## config.mk

```make
export PLATFORM = sky130hd
export DESIGN_NAME = uart_tx
export DESIGN_NICKNAME = d
export VERILOG_FILES = /design/src/rtl/uart_tx.sv
export SDC_FILE = /design/constraint.sdc
export NUM_CORES = 1
export LEC_CHECK = 0
export CAP_MARGIN = 20
export CORE_AREA = 2 2 55 57
export DETAILED_ROUTE_END_ITERATION = 8
export DIE_AREA = 0 0 57 59
export GPL_ROUTABILITY_DRIVEN = 0
export GPL_TIMING_DRIVEN = 0
export PLACE_DENSITY = 0.7
export SLEW_MARGIN = 20
export SYNTH_ARGS = -nofsm -noshare
export SYNTH_HDL_FRONTEND = slang
export SYNTH_SLANG_ARGS = --single-unit
export TNS_END_PERCENT = 30
```

## constraint.sdc

```tcl
create_clock -name clk -period 3.6 [get_ports clk]
set_input_delay 0.36 -clock clk [delete_from_list [all_inputs] [get_ports clk]]
set_output_delay 0.36 -clock clk [all_outputs]
set_load 0.03 [all_outputs]
```

## src/rtl/uart_tx.sv

```systemverilog
// uart_tx: UART transmitter with a one-entry holding buffer.
//   Frame: start bit (0), 8 data bits LSB first, optional parity bit,
//   STOP_BITS stop bits (1). Every bit lasts CLKS_PER_BIT clocks.
//   A byte can be accepted while the previous frame is still shifting out,
//   so back-to-back frames leave no idle gap on the line.
// Ports:
//   clk      system clock, rising edge
//   rstN     asynchronous active-low reset
//   txStart  byte-valid strobe; accepted when txReady=1
//   txIn     byte to send, sampled on accept
//   txReady  holding buffer empty
//   tx       serial line, registered, idles high
//   txBusy   a frame is in progress
//   txDone   one-cycle pulse in the last cycle of the final stop bit
module uart_tx #(
  parameter int CLKS_PER_BIT = 16,
  parameter int PARITY_EN    = 0,
  parameter int PARITY_ODD   = 0,
  parameter int STOP_BITS    = 1
) (
  input  logic       clk,
  input  logic       rstN,
  input  logic       txStart,
  input  logic [7:0] txIn,
  output logic       txReady,
  output logic       tx,
  output logic       txBusy,
  output logic       txDone
);

  localparam int CNT_W = $clog2(CLKS_PER_BIT);
  localparam logic [CNT_W-1:0] CNT_LAST = CNT_W'(CLKS_PER_BIT - 1);
  localparam logic [CNT_W-1:0] CNT_PRE  = CNT_W'(CLKS_PER_BIT - 2);
  localparam logic STOP_LAST = 1'(STOP_BITS - 1);
  localparam logic ODD       = 1'(PARITY_ODD);

  typedef enum logic [2:0] {IDLE, START, DATA, PARITY, STOP} state_t;

  state_t           state;
  logic [CNT_W-1:0] baudCnt;
  logic [2:0]       bitIdx;
  logic             stopCnt;
  logic             bufFull;
  logic [7:0]       bufData;
  logic [7:0]       shiftReg;
  logic             parityBit;

  logic bitEnd;
  logic lastStop;
  logic load;
  logic accept;

  assign bitEnd   = (baudCnt == CNT_LAST);
  assign lastStop = (state == STOP) && bitEnd && (stopCnt == STOP_LAST);
  // A full buffer is launched either from idle or straight out of the final
  // stop bit, which is what gives zero-gap back-to-back frames.
  assign load     = bufFull && ((state == IDLE) || lastStop);
  assign accept   = txStart && !bufFull;

  assign txReady  = !bufFull;
  assign txBusy   = (state != IDLE);

  // Control: FSM, baud counter, buffer flag and line outputs.
  always_ff @(posedge clk or negedge rstN) begin
    if (!rstN) begin
      state   <= IDLE;
      tx      <= 1'b1;
      txDone  <= 1'b0;
      bufFull <= 1'b0;
      baudCnt <= '0;
      bitIdx  <= '0;
      stopCnt <= 1'b0;
    end else begin
      // Registered one cycle early so the pulse lines up with the last
      // counter value of the final stop bit.
      txDone <= (state == STOP) && (stopCnt == STOP_LAST) && (baudCnt == CNT_PRE);

      // accept needs an empty buffer and load needs a full one, so the two
      // never collide on the flag; the data path handles both on one edge.
      if (accept)    bufFull <= 1'b1;
      else if (load) bufFull <= 1'b0;

      if ((state == IDLE) || bitEnd) baudCnt <= '0;
      else                           baudCnt <= baudCnt + 1'b1;

      if (load) begin
        state <= START;
        tx    <= 1'b0;
      end else begin
        case (state)
          IDLE: tx <= 1'b1;
          START: begin
            if (bitEnd) begin
              state  <= DATA;
              bitIdx <= '0;
              tx     <= shiftReg[0];
            end
          end
          DATA: begin
            if (bitEnd) begin
              if (bitIdx == 3'd7) begin
                if (PARITY_EN != 0) begin
                  state <= PARITY;
                  tx    <= parityBit;
                end else begin
                  state   <= STOP;
                  stopCnt <= 1'b0;
                  tx      <= 1'b1;
                end
              end else begin
                bitIdx <= bitIdx + 3'd1;
                // shiftReg shifts on this same edge, so bit 1 is the next bit
                tx     <= shiftReg[1];
              end
            end
          end
          PARITY: begin
            if (bitEnd) begin
              state   <= STOP;
              stopCnt <= 1'b0;
              tx      <= 1'b1;
            end
          end
          STOP: begin
            if (bitEnd) begin
              if (stopCnt == STOP_LAST) begin
                state <= IDLE;
                tx    <= 1'b1;
              end else begin
                stopCnt <= stopCnt + 1'b1;
              end
            end
          end
          default: begin
            state <= IDLE;
            tx    <= 1'b1;
          end
        endcase
      end
    end
  end

  // Data path: holding buffer, shift register and parity (no reset needed,
  // contents are only used after a load that follows a fresh accept).
  always_ff @(posedge clk) begin
    if (accept) bufData <= txIn;
    if (load) begin
      shiftReg  <= bufData;
      parityBit <= (^bufData) ^ ODD;
    end else if ((state == DATA) && bitEnd) begin
      shiftReg <= {1'b0, shiftReg[7:1]};
    end
  end

endmodule

```

==> impl_results.md <==
* Outcome: finished, final reports clean
* Fillers at 232
* Skew-Pair Late Insertion Delay at 330 ps
* Max Cap Viol at 0
* Fin Setup TNS at 0 ps
* Fin crit share at 64.35%
* Top area cells in the synthesized netlist: edfxtp_1 (36%), dfrtp_1 (23%), mux2_4 (9.0%), ha_1 (3.8%), nor2_1 (2.3%)
* Final setup vio count at 0
* Synth cell count leaders: edfxtp_1 (16), dfrtp_1 (12), mux2_4 (8), nor2_1 (8), nand2_1 (5)
* RR Startpoint: bitIdx[0]
* Setup Buffers After CTS at 0
* CTS sink count at 29
* Slowest stage delay, CP at 600 ps
* Final nets at 130
* Fraction of layout cells with a size suffix above 1 at 20.69%
* Post-detail-place hpwl at 1473 um
* Die area at 0.003363 sq mm
* CTS root buf: clkbuf_4
* Die height at 59 um
* TritonCTS Buffers at 5
* Core area at 0.002710 sq mm
* Yosys top cell area share at 36.09%
* Crit. End Element: output port
* Hold Vio Cnt, Final at 0
* Ports at 15
* CTS tree: yes
* 1st-iter DRT viols at 14
* Top_reg_cell synth: edfxtp_1
* Critical path data arrival time at 1960 ps
* Max clock buf depth at 2
* Routed WL at 2111 um
* Ys Warns at 0
* Vias in the first global route at 807
* RSZ-0062 raised after global routing: false
* Htree depth at 2
* Leak Pwr at 0.0006300 uW
* DR vias/cell at 5.367
* Hold Worst Slack at 393.1 ps
* Max Slew Vio Count at 0
* Cell chain of the critical path: buf_2, or3_1, clkbuf_1, clkdlybuf4s50_1
* HP Class: in -> async
* Average wire per standard cell at 14.36 um
* Tmin final at 2317 ps
* CP max stage cell: clkdlybuf4s50_1
* IO buf count at 14
* DR vias at 789
* CTS resizes at 0
* Row count at 19
* CP delay by family, top: buffers and inverters
* Final Core Density at 57.57%
* Remaining global-route overflow at 0
* Hold buffer count at CTS at 0
* #FFs+latches synth at 29
* Worst-margin pin slew at 704.5 ps
* CP Buf/Inv Count at 3
* Worst reg2reg path depth at 5
* R2r setup slk at 1630 ps
* Gate Count Post-Synth at 94
* Rel. slew slack at 52.94%
* EDFF count, synth at 16
* Register area at 807.0 sq um
* WS Path Type: reg -> out
* DRC viols at 0
* Die extent in x at 57 um
* VDD IR max at 0.4890 mV
* Synth cell types at 35
* Post-synth top area cell: edfxtp_1
* Mapped Avg Cell Area at 14.16 sq um
* Synth-to-layout area growth at 17.20%
* Fin Clk Skew at 7.062 ps
* Critical path fanouts, max at 10
* Total GRT Usage at 15.50%
* Clk slew on worst S/H paths at 90 ps
* Fmax achieved at 0.4316 GHz
* Global-route wire length before repair at 3698 um
* Area of the multi-input gates at 489.2 sq um
* Count leader, synth: edfxtp_1
* Syn Std Cell Area at 0.001331 sq mm
* Syn nets at 109
* Drt pass-1 iters at 4
* Antenna diodes at 0
* Req. time, crit path at 3240 ps
* Initial antenna violation count at 0
* Post-synthesis sequential area ratio at 60.62%
* Initial Util at 49.12%
* Final antenna-violating net count at 0
* Post-synth ARST share at 44.83%
* CP Launch Type: flip-flop
* R2r endpoint: bitIdx[0]
* PD cells at 648.1 mW/mm^2
* Largest net degree at the start of global routing at 14
per-layer routing:
metal | GRT usage (%) | routed length [um] | up-vias
li1 | - | - | 378
met1 | 19.51 | 958 | 385
met2 | 22.33 | 966 | 18
met3 | 6.769 | 112 | 8
met4 | 8.970 | 74 | 0
met5 | 0 | 0 | -
cell type report:
class | instances | share of cell area [%]
clock inverters | 3 | 0.8019
repair buffers | 14 | 8.982
plain buffers | 3 | 1.283
flip-flops and latches | 29 | 51.72
multi-input cells | 58 | 31.36
inverters | 4 | 0.9623
well taps | 31 | 2.486
clock buffers | 5 | 2.406
metrics by stage:
step / cell area (sq um) / std cells / setup WS [ps] / total power, uW
6_report: 1560 / 147 / 1283 / 1011
5_1_grt: 1560 / 147 / 1149 / 1081
4_1_cts: 1560 / 147 / 1249 / 1026
3_5_place_dp: 1510 / 139 / 1624 / 836.7
3_3_place_gp: 1510 / 139 / 1633 / 825.1
2_1_floorplan: 1331 / 94 / 1712 / 749.8
cell families after synthesis:
family / Yosys count / synth area share, %
AO/OA/AOI/OAI: 10 / 6.673
XOR/XNOR: 2 / 1.316
adder cells (fa/ha/maj): 4 / 3.760
buffers and inverters: 7 / 2.631
flip-flops: 29 / 60.62
multiplexers: 10 / 10.53
AND/OR/NAND/NOR: 32 / 14.47
how the worst max path moves through the flow:
stage / start / end / slack [ps] / cells past startpoint
3_3_place_gp: bitIdx[0] / bitIdx[0] / 1630 / 5
4_1_cts: state[2] / txBusy / 1250 / 4
5_1_grt: state[2] / txBusy / 1150 / 4
2_1_floorplan: bitIdx[0] / bitIdx[0] / 1710 / 5
6_report: state[2] / txBusy / 1280 / 4
3_5_place_dp: bitIdx[0] / bitIdx[0] / 1620 / 5
placed cells by master (no fill, tap or decap), drive strengths merged, types with 2 or more instances in the layout:
master,instances
edfxtp,16
clkdlybuf4s50,14
dfrtp,12
mux2,8
nor2,8
clkbuf,6
nand2,5
inv,4
ha,4
nand3,4
o21ai,3
clkinv,3
or3,2
or3b,2
xor2,2
and2,2
mux2i,2
buf,2
a21oi,2
or2b,2
report_power, final:
part	total (uW)	internal, uW	switching (uW)
clock	182	70.4	111
combinational	319	165	154
sequential	511	452	59.2
registers in the layout, summed over array words and instances, names as in the netlist:
signal	cells
tx	1
txDone	1
bufData	8
baudCnt	4
state	3
shiftReg	8
bufFull	1
bitIdx	3
Power figures use the tool's default switching activity.
